`src/rtl/vball_pal_arbiter_pkg.sv`:
```
// Shared types and widths for the palette RAM arbiter.
// Slot tags, palette geometry and the CPU lane-select bit position.
package vball_pal_arbiter_pkg;

  localparam int unsigned PAL_AW = 10;
  localparam int unsigned PAL_DW = 12;
  localparam int unsigned CPU_AW = PAL_AW + 1;
  localparam int unsigned CPU_DW = 8;
  localparam int unsigned WAIT_W = 4;

  // Bit of cpu_addr that selects the blue-nibble lane.
  localparam int unsigned LANE_B = 10;

  typedef enum logic [1:0] {
    SLOT_NONE = 2'd0,
    SLOT_BG   = 2'd1,
    SLOT_SP   = 2'd2,
    SLOT_CPU  = 2'd3
  } slot_e;

  function automatic logic [WAIT_W-1:0] sat_inc(input logic [WAIT_W-1:0] val);
    return (&val) ? val : val + 1'b1;
  endfunction

endpackage

```
`src/rtl/vball_pal_arbiter_if.sv`:
```
// Requester, CPU and palette RAM signals of the arbiter.
// slave is the arbiter side; master is the video engines, CPU and RAM side.
interface vball_pal_arbiter_if;
  import vball_pal_arbiter_pkg::*;

  logic              bg_req;
  logic [PAL_AW-1:0] bg_addr;
  logic              bg_valid;
  logic [PAL_DW-1:0] bg_data;

  logic              sp_req;
  logic [PAL_AW-1:0] sp_addr;
  logic              col_busy;
  logic              sp_valid;
  logic [PAL_DW-1:0] sp_data;

  logic              cpu_we;
  logic [CPU_AW-1:0] cpu_addr;
  logic [CPU_DW-1:0] cpu_din;
  logic              cpu_busy;

  logic [PAL_AW-1:0] ram_addr;
  logic              ram_we_rg;
  logic              ram_we_b;
  logic [PAL_DW-1:0] ram_d;
  logic [PAL_DW-1:0] ram_q;

  modport slave (
    input  bg_req, bg_addr, sp_req, sp_addr, cpu_we, cpu_addr, cpu_din, ram_q,
    output bg_valid, bg_data, col_busy, sp_valid, sp_data, cpu_busy,
    output ram_addr, ram_we_rg, ram_we_b, ram_d
  );

  modport master (
    output bg_req, bg_addr, sp_req, sp_addr, cpu_we, cpu_addr, cpu_din, ram_q,
    input  bg_valid, bg_data, col_busy, sp_valid, sp_data, cpu_busy,
    input  ram_addr, ram_we_rg, ram_we_b, ram_d
  );

endinterface

```
`src/rtl/vball_pal_wbuf.sv`:
```
// One-entry posted CPU palette write buffer.
// Loads only while empty; the arbiter drains it by granting a CPU slot.
module vball_pal_wbuf
  import vball_pal_arbiter_pkg::*;
(
  input  logic              clk_sys,
  input  logic              reset,
  input  logic              cpu_we,
  input  logic [CPU_AW-1:0] cpu_addr,
  input  logic [CPU_DW-1:0] cpu_din,
  input  logic              drain,
  output logic              full,
  output logic              lane_b,
  output logic [PAL_AW-1:0] entry,
  output logic [CPU_DW-1:0] data
);

  logic              full_q, full_d;
  logic              lane_b_q, lane_b_d;
  logic [PAL_AW-1:0] entry_q, entry_d;
  logic [CPU_DW-1:0] data_q, data_d;
  logic              load;

  // A write arriving while full (including the drain cycle) is dropped.
  assign load = cpu_we && !full_q;

  always_comb begin
    full_d   = full_q;
    lane_b_d = lane_b_q;
    entry_d  = entry_q;
    data_d   = data_q;
    if (load) begin
      full_d   = 1'b1;
      lane_b_d = cpu_addr[LANE_B];
      entry_d  = cpu_addr[PAL_AW-1:0];
      data_d   = cpu_din;
    end else if (drain) begin
      full_d = 1'b0;
    end
  end

  always_ff @(posedge clk_sys) begin
    if (reset) begin
      full_q   <= 1'b0;
      lane_b_q <= 1'b0;
      entry_q  <= '0;
      data_q   <= '0;
    end else begin
      full_q   <= full_d;
      lane_b_q <= lane_b_d;
      entry_q  <= entry_d;
      data_q   <= data_d;
    end
  end

  assign full   = full_q;
  assign lane_b = lane_b_q;
  assign entry  = entry_q;
  assign data   = data_q;

endmodule

```
`src/rtl/vball_pal_arbiter.sv`:
```
// Single-port palette RAM arbiter: background, sprite and posted CPU writes.
// One slot per cycle; reads return through a two-stage tag pipeline.
module vball_pal_arbiter
  import vball_pal_arbiter_pkg::*;
#(
  parameter int unsigned SP_MAXWAIT = 6
) (
  input logic clk_sys,
  input logic reset,
  vball_pal_arbiter_if.slave bus
);

  localparam logic [WAIT_W-1:0] SpMaxWait =
    (SP_MAXWAIT > 15) ? 4'd15 : WAIT_W'(SP_MAXWAIT);

  slot_e             slot;
  logic              sp_starved;
  logic              col_busy;

  logic              wb_full;
  logic              wb_lane_b;
  logic [PAL_AW-1:0] wb_entry;
  logic [CPU_DW-1:0] wb_data;

  logic [WAIT_W-1:0] sp_wait_q, sp_wait_d;
  slot_e             tag1_q, tag1_d;
  slot_e             tag2_q;

  logic [PAL_AW-1:0] ram_addr_q, ram_addr_d;
  logic              ram_we_rg_q, ram_we_rg_d;
  logic              ram_we_b_q, ram_we_b_d;
  logic [PAL_DW-1:0] ram_d_q, ram_d_d;

  logic              bg_valid_q;
  logic [PAL_DW-1:0] bg_data_q;
  logic              sp_valid_q;
  logic [PAL_DW-1:0] sp_data_q;

  vball_pal_wbuf u_wbuf (
    .clk_sys  (clk_sys),
    .reset    (reset),
    .cpu_we   (bus.cpu_we),
    .cpu_addr (bus.cpu_addr),
    .cpu_din  (bus.cpu_din),
    .drain    (slot == SLOT_CPU),
    .full     (wb_full),
    .lane_b   (wb_lane_b),
    .entry    (wb_entry),
    .data     (wb_data)
  );

  assign sp_starved = bus.sp_req && (sp_wait_q >= SpMaxWait);

  // Background is hard real-time; a starved sprite then jumps the CPU buffer.
  always_comb begin
    slot = SLOT_NONE;
    if (bus.bg_req) begin
      slot = SLOT_BG;
    end else if (sp_starved) begin
      slot = SLOT_SP;
    end else if (wb_full) begin
      slot = SLOT_CPU;
    end else if (bus.sp_req) begin
      slot = SLOT_SP;
    end
  end

  assign col_busy = bus.sp_req && (slot != SLOT_SP);

  always_comb begin
    sp_wait_d = '0;
    if (bus.sp_req && col_busy) begin
      sp_wait_d = sat_inc(sp_wait_q);
    end
  end

  always_comb begin
    ram_addr_d  = ram_addr_q;
    ram_we_rg_d = 1'b0;
    ram_we_b_d  = 1'b0;
    ram_d_d     = ram_d_q;
    tag1_d      = SLOT_NONE;
    unique case (slot)
      SLOT_BG: begin
        ram_addr_d = bus.bg_addr;
        tag1_d     = SLOT_BG;
      end
      SLOT_SP: begin
        ram_addr_d = bus.sp_addr;
        tag1_d     = SLOT_SP;
      end
      SLOT_CPU: begin
        ram_addr_d = wb_entry;
        if (wb_lane_b) begin
          ram_we_b_d = 1'b1;
          ram_d_d    = {8'h00, wb_data[3:0]};
        end else begin
          ram_we_rg_d = 1'b1;
          ram_d_d     = {wb_data, 4'h0};
        end
      end
      SLOT_NONE: begin
      end
      default: begin
      end
    endcase
  end

  always_ff @(posedge clk_sys) begin
    if (reset) begin
      sp_wait_q   <= '0;
      tag1_q      <= SLOT_NONE;
      tag2_q      <= SLOT_NONE;
      ram_addr_q  <= '0;
      ram_we_rg_q <= 1'b0;
      ram_we_b_q  <= 1'b0;
      ram_d_q     <= '0;
    end else begin
      sp_wait_q   <= sp_wait_d;
      tag1_q      <= tag1_d;
      tag2_q      <= tag1_q;
      ram_addr_q  <= ram_addr_d;
      ram_we_rg_q <= ram_we_rg_d;
      ram_we_b_q  <= ram_we_b_d;
      ram_d_q     <= ram_d_d;
    end
  end

  // ram_q now belongs to the read issued two edges ago; route it by its tag.
  always_ff @(posedge clk_sys) begin
    if (reset) begin
      bg_valid_q <= 1'b0;
      bg_data_q  <= '0;
      sp_valid_q <= 1'b0;
      sp_data_q  <= '0;
    end else begin
      bg_valid_q <= (tag2_q == SLOT_BG);
      sp_valid_q <= (tag2_q == SLOT_SP);
      if (tag2_q == SLOT_BG) begin
        bg_data_q <= bus.ram_q;
      end
      if (tag2_q == SLOT_SP) begin
        sp_data_q <= bus.ram_q;
      end
    end
  end

  assign bus.col_busy  = col_busy;
  assign bus.cpu_busy  = wb_full;
  assign bus.ram_addr  = ram_addr_q;
  assign bus.ram_we_rg = ram_we_rg_q;
  assign bus.ram_we_b  = ram_we_b_q;
  assign bus.ram_d     = ram_d_q;
  assign bus.bg_valid  = bg_valid_q;
  assign bus.bg_data   = bg_data_q;
  assign bus.sp_valid  = sp_valid_q;
  assign bus.sp_data   = sp_data_q;

endmodule

```
`src/flat_wrapper.sv`:
```
// flat-port wrapper written by rule: the top's interface ports become plain ports
module vball_pal_arbiter_flat import vball_pal_arbiter_pkg::*;
#(
  parameter int unsigned SP_MAXWAIT = 6
)
  (clk_sys, reset, bus_bg_req, bus_bg_addr, bus_sp_req, bus_sp_addr, bus_cpu_we, bus_cpu_addr, bus_cpu_din, bus_ram_q, bus_bg_valid, bus_bg_data, bus_col_busy, bus_sp_valid, bus_sp_data, bus_cpu_busy, bus_ram_addr, bus_ram_we_rg, bus_ram_we_b, bus_ram_d);
  vball_pal_arbiter_if bus_i ();
  input logic clk_sys;
  input logic reset;
  input wire logic [$bits(bus_i.bg_req)-1:0] bus_bg_req;
  input wire logic [$bits(bus_i.bg_addr)-1:0] bus_bg_addr;
  input wire logic [$bits(bus_i.sp_req)-1:0] bus_sp_req;
  input wire logic [$bits(bus_i.sp_addr)-1:0] bus_sp_addr;
  input wire logic [$bits(bus_i.cpu_we)-1:0] bus_cpu_we;
  input wire logic [$bits(bus_i.cpu_addr)-1:0] bus_cpu_addr;
  input wire logic [$bits(bus_i.cpu_din)-1:0] bus_cpu_din;
  input wire logic [$bits(bus_i.ram_q)-1:0] bus_ram_q;
  output wire logic [$bits(bus_i.bg_valid)-1:0] bus_bg_valid;
  output wire logic [$bits(bus_i.bg_data)-1:0] bus_bg_data;
  output wire logic [$bits(bus_i.col_busy)-1:0] bus_col_busy;
  output wire logic [$bits(bus_i.sp_valid)-1:0] bus_sp_valid;
  output wire logic [$bits(bus_i.sp_data)-1:0] bus_sp_data;
  output wire logic [$bits(bus_i.cpu_busy)-1:0] bus_cpu_busy;
  output wire logic [$bits(bus_i.ram_addr)-1:0] bus_ram_addr;
  output wire logic [$bits(bus_i.ram_we_rg)-1:0] bus_ram_we_rg;
  output wire logic [$bits(bus_i.ram_we_b)-1:0] bus_ram_we_b;
  output wire logic [$bits(bus_i.ram_d)-1:0] bus_ram_d;
  assign bus_i.bg_req = bus_bg_req;
  assign bus_i.bg_addr = bus_bg_addr;
  assign bus_i.sp_req = bus_sp_req;
  assign bus_i.sp_addr = bus_sp_addr;
  assign bus_i.cpu_we = bus_cpu_we;
  assign bus_i.cpu_addr = bus_cpu_addr;
  assign bus_i.cpu_din = bus_cpu_din;
  assign bus_i.ram_q = bus_ram_q;
  assign bus_bg_valid = bus_i.bg_valid;
  assign bus_bg_data = bus_i.bg_data;
  assign bus_col_busy = bus_i.col_busy;
  assign bus_sp_valid = bus_i.sp_valid;
  assign bus_sp_data = bus_i.sp_data;
  assign bus_cpu_busy = bus_i.cpu_busy;
  assign bus_ram_addr = bus_i.ram_addr;
  assign bus_ram_we_rg = bus_i.ram_we_rg;
  assign bus_ram_we_b = bus_i.ram_we_b;
  assign bus_ram_d = bus_i.ram_d;
  vball_pal_arbiter #(.SP_MAXWAIT(SP_MAXWAIT)) u_core (.clk_sys(clk_sys), .reset(reset), .bus(bus_i));
endmodule
```
`config.mk`:
```
export PLATFORM = sky130hd
export DESIGN_NAME = vball_pal_arbiter_flat
export DESIGN_NICKNAME = d
export VERILOG_FILES = /design/src/rtl/vball_pal_arbiter_pkg.sv /design/src/rtl/vball_pal_arbiter_if.sv /design/src/rtl/vball_pal_wbuf.sv /design/src/rtl/vball_pal_arbiter.sv /design/src/flat_wrapper.sv
export SDC_FILE = /design/constraint.sdc
export NUM_CORES = 1
export LEC_CHECK = 0
export ABC_AREA = 1
export BUFFER_PORTS_ARGS = -buffer_cell sky130_fd_sc_hd__buf_2
export CAP_MARGIN = 5
export CORE_MARGIN = 8
export CORE_UTILIZATION = 40
export CTS_CLUSTER_DIAMETER = 200
export CTS_CLUSTER_SIZE = 14
export DETAILED_ROUTE_END_ITERATION = 10
export HOLD_SLACK_MARGIN = 0.02
export PLACE_DENSITY = 0.66
export SYNTH_ARGS = -nofsm -noshare
export SYNTH_HDL_FRONTEND = slang
export SYNTH_SLANG_ARGS = --single-unit
```
`constraint.sdc`:
```
create_clock -name clk_sys -period 2.3 [get_ports clk_sys]
set_clock_uncertainty 0.15 [all_clocks]
set_input_delay 0.46 -clock clk_sys [delete_from_list [all_inputs] [get_ports clk_sys]]
set_output_delay 0.46 -clock clk_sys [all_outputs]
set_load 0.005 [all_outputs]
```
==> impl_metrics.sql <==
INSERT INTO impl_metrics (metric_group, metric, value, unit) VALUES
('setup_path', 'crit_path_max_fanout', '13', ''),
('clocking', 'clock_insertion_delay_worst_skew', '340', 'ps'),
('floorplanning', 'core_region_area', '0.007647', 'sq mm'),
('sta', 'worst_slew_pin_slew', '458.1', 'ps'),
('placement', 'place.detailed.hpwl', '5.955', 'mm'),
('job', 'cap_violations', '0', ''),
('clocking', 'cts.sink_count', '78', ''),
('setup_path', 'timing.critical_path.slowest_stage_cell', 'sky130_fd_sc_hd__dfxtp_2', ''),
('floorplanning', 'io_pins', '108', ''),
('grt', 'initial_antenna_violation_count', '0', ''),
('power_and_ir_drop', 'power.total', '2.966', 'mW'),
('setup_path', 'path_cells', 'inv_1 -> ha_1 -> nand3_2 -> nand2_2 -> nand2_8 -> nand2_2 -> a21boi_2 -> buf_2', ''),
('floorplanning', 'die_w', '104.6', 'um'),
('floorplanning', 'start_util', '41.03', '%'),
('clocking', 'cts-htree-levels', '3', ''),
('logic_synthesis', 'postSynth.asyncResetShare', '0', '%'),
('floorplanning', 'rows', '32', ''),
('final_layout', 'final_nets', '561', ''),
('power_and_ir_drop', 'ir_drop', '262.0', 'uV'),
('power_and_ir_drop', 'pwr_density_cell', '746.9', 'mW/mm^2'),
('status', 'result_of_the_run', 'completed', ''),
('clocking', 'tritoncts.num_buffers', '9', ''),
('grt', 'grt_pass1_vias', '2912', ''),
('logic_synthesis', 'post_synthesis_sequential_area_ratio', '49.76', '%'),
('logic_synthesis', 'postSynthNetCount', '460', ''),
('detailed_routing', 'drt_iter0_markers', '126', ''),
('logic_synthesis', 'synth-seq-cells', '78', ''),
('placement', 'placement.cell_area', '0.003725', 'sq mm'),
('setup_path', 'critical_path.endpoint_type', 'primary output', ''),
('sta', 'final_period_minus_worst_setup_slack', '2168', 'ps'),
('logic_synthesis', 'yosys_warnings', '0', ''),
('logic_synthesis', 'syn_area', '0.003138', 'sq mm'),
('setup_path', 'crit_top_cell', 'sky130_fd_sc_hd__nand2_2', ''),
('clocking', 'clkTransAtPathRegs', '80', 'ps'),
('final_layout', 'postLayoutCellArea', '0.003971', 'sq mm'),
('grt', 'grt.overflow.total', '0', ''),
('logic_synthesis', 'ys_top_cells_by_area', 'sky130_fd_sc_hd__dfxtp_1, sky130_fd_sc_hd__nor2_1, sky130_fd_sc_hd__o21ai_1, sky130_fd_sc_hd__nand2_1, sky130_fd_sc_hd__o21ai_0', ''),
('setup_path', 'max_incr_delay_on_cp', '360', 'ps'),
('final_layout', 'synthToLayoutAreaGrowth', '26.56', '%'),
('logic_synthesis', 'synth.most_common_cell', 'sky130_fd_sc_hd__nor2_1', ''),
('detailed_routing', 'first_pass_iters', '4', ''),
('floorplanning', 'die-height', '104.6', 'um'),
('detailed_routing', 'drc', '0', ''),
('final_layout', 'antennaDiodeCount', '0', ''),
('sta', 'max_freq', '461.3', 'MHz'),
('logic_synthesis', 'yosysTopAreaCellShare', '49.76', '%'),
('logic_synthesis', 'yosys.cell_types.count', '27', ''),
('grt', 'grt_pass1_wl', '13.40', 'mm'),
('setup_path', 'worst_ep_required_time', '1690', 'ps'),
('logic_synthesis', 'post_synth_inst_count', '402', ''),
('placement', 'gp_congestion', '0.7732', ''),
('logic_synthesis', 'post-synth-top-area-cell', 'sky130_fd_sc_hd__dfxtp_1', ''),
('worst_hold_path', 'hold_path.class', 'in -> reg', ''),
('clocking', 'cts_tree', 'done', ''),
('grt', 'grt_util_all_layers', '14.56', '%'),
('final_layout', 'fillers', '771', ''),
('detailed_routing', 'wl', '7.967', 'mm'),
('logic_synthesis', 'synthesis.area_per_instance', '7.806', 'sq um'),
('sta', 'finalSetupViolCount', '0', ''),
('setup_path', 'critPathArrivalTime', '1560', 'ps'),
('detailed_routing', 'post_drt_wl_per_cell', '13.06', 'um'),
('clocking', 'cts.path.max_buffers', '2', ''),
('sta', 'tns', '0', 'ps'),
('sta', 'drv_slew', '0', ''),
('final_layout', 'fraction_of_final_layout_cells_sized_beyond_drive_strength_1', '33.27', '%'),
('sta', 'maxSlewHeadroom', '69.42', '%'),
('logic_synthesis', 'ys_dominant_reg_cell', 'sky130_fd_sc_hd__dfxtp_1', ''),
('detailed_routing', 'ant_nets', '0', ''),
('sta', 'timing_hold_violations_final', '0', ''),
('power_and_ir_drop', 'cellLeakagePower', '1.993', 'nW'),
('detailed_routing', 'drt-vias-per-instance', '4.700', '');
-- worst paths after layout --
path                            slack [ps]               endpoint                 from  cells past startpoint
worst min-delay path                   180  u_core.u_wbuf.data[5]       bus_cpu_din[5]                      3
worst min register to register         260       u_core.tag2_q[1]     u_core.tag1_q[1]                      2
worst max register to register         510    u_core.sp_wait_q[1]  u_core.sp_wait_q[0]                     10
worst max-delay path                   130           bus_col_busy  u_core.sp_wait_q[0]                      8
-- report_power, final --
group / total [mW] / switching, mW / internal (mW) / leakage (nW)
Clock: 1.17 / 0.496 / 0.670 / 0.116
Combinational: 0.332 / 0.193 / 0.138 / 1.24
Sequential: 1.47 / 0.0443 / 1.42 / 0.640
Total: 2.97 / 0.733 / 2.23 / 1.99
-- flip-flops by register name, summed over array words and instances, names as in the netlist --
register              flops
u_core.bus.bg_data       12
u_core.bus.bg_valid       1
u_core.u_wbuf.entry      10
u_core.sp_wait_q          4
u_core.u_wbuf.full        1
u_core.bus.ram_addr      10
u_core.bus.sp_valid       1
u_core.tag2_q             2
u_core.bus.sp_data       12
u_core.bus.ram_we_rg      1
u_core.tag1_q             2
u_core.u_wbuf.lane_b      1
u_core.bus.ram_we_b       1
u_core.u_wbuf.data        8
u_core.bus.ram_d         12
-- layout by cell type, fill, tap and decap left out, types with 2 or more instances in the layout --
cell type / n
sky130_fd_sc_hd__nor2_1: 92
sky130_fd_sc_hd__nand2_2: 2
sky130_fd_sc_hd__nor2_2: 2
sky130_fd_sc_hd__inv_2: 16
sky130_fd_sc_hd__nand4_1: 12
sky130_fd_sc_hd__clkbuf_8: 11
sky130_fd_sc_hd__a21oi_1: 4
sky130_fd_sc_hd__dfxtp_1: 77
sky130_fd_sc_hd__nand3_2: 11
sky130_fd_sc_hd__buf_4: 7
sky130_fd_sc_hd__o21ai_0: 29
sky130_fd_sc_hd__inv_1: 20
sky130_fd_sc_hd__buf_2: 107
sky130_fd_sc_hd__bufinv_16: 2
sky130_fd_sc_hd__ha_1: 2
sky130_fd_sc_hd__o21ai_1: 34
sky130_fd_sc_hd__nand3_1: 27
sky130_fd_sc_hd__nor2_4: 2
sky130_fd_sc_hd__nand2_1: 39
-- worst max-delay path: cells and delay by family, from the launching register on --
kind / cells / cell delay (ps)
flops: 1 / 360
simple gates: 4 / 350
fa+ha+maj: 1 / 200
buf+inv: 2 / 180
compound gates: 1 / 120
-- routing by layer --
layer,global-route usage (%),wire length (um)
met1,17.70,3802
met2,22.36,3424
met3,6.204,630
met4,5.607,109
met5,0,0
-- kinds of logic (layout without fill, tap and decap cells) --
kind of cell    Yosys count  count (layout)  share of synthesized area (%)
flops                    78              78                          49.76
xor+xnor                  1               1                         0.2792
simple gates            190             190                          29.07
buf+inv                  60             166                          8.413
fa+ha+maj                 2               2                         0.7973
compound gates           71              71                          11.68
-- timing repair --
action	CTS	global route
resized for setup	0	3
hold buffers	0	0
buffers inserted	0	0
endpoints found under the hold margin	0	0
setup endpoints to repair	0	1
-- final cells by class --
| cell class | instances | area [sq um] | share of cell area (%) |
|---|---|---|---|
| clock buffers | 11 | 151.4 | 3.812 |
| clock inverters | 5 | 81.33 | 2.048 |
| inverters | 36 | 135.1 | 3.403 |
| multi-input cells | 264 | 1325 | 33.36 |
| flip-flops and latches | 78 | 1563 | 39.35 |
| well taps | 102 | 127.6 | 3.214 |
| repair buffers | 114 | 588.1 | 14.81 |
-- metrics by stage --
stage / cells / setup WS (ps) / hold slack [ps] / utilization (%)
finish: 610 / 132.0 / 179.3 / 51.93
global route: 610 / 13.21 / 174.5 / 51.93
CTS: 610 / 39.29 / 172.1 / 51.75
detailed placement: 594 / 425.5 / 245.6 / 48.71
global placement: 594 / 473.7 / 242.4 / 48.71
floorplan: 402 / 519.1 / 238.3 / -
(Power assumes the default switching activity.)
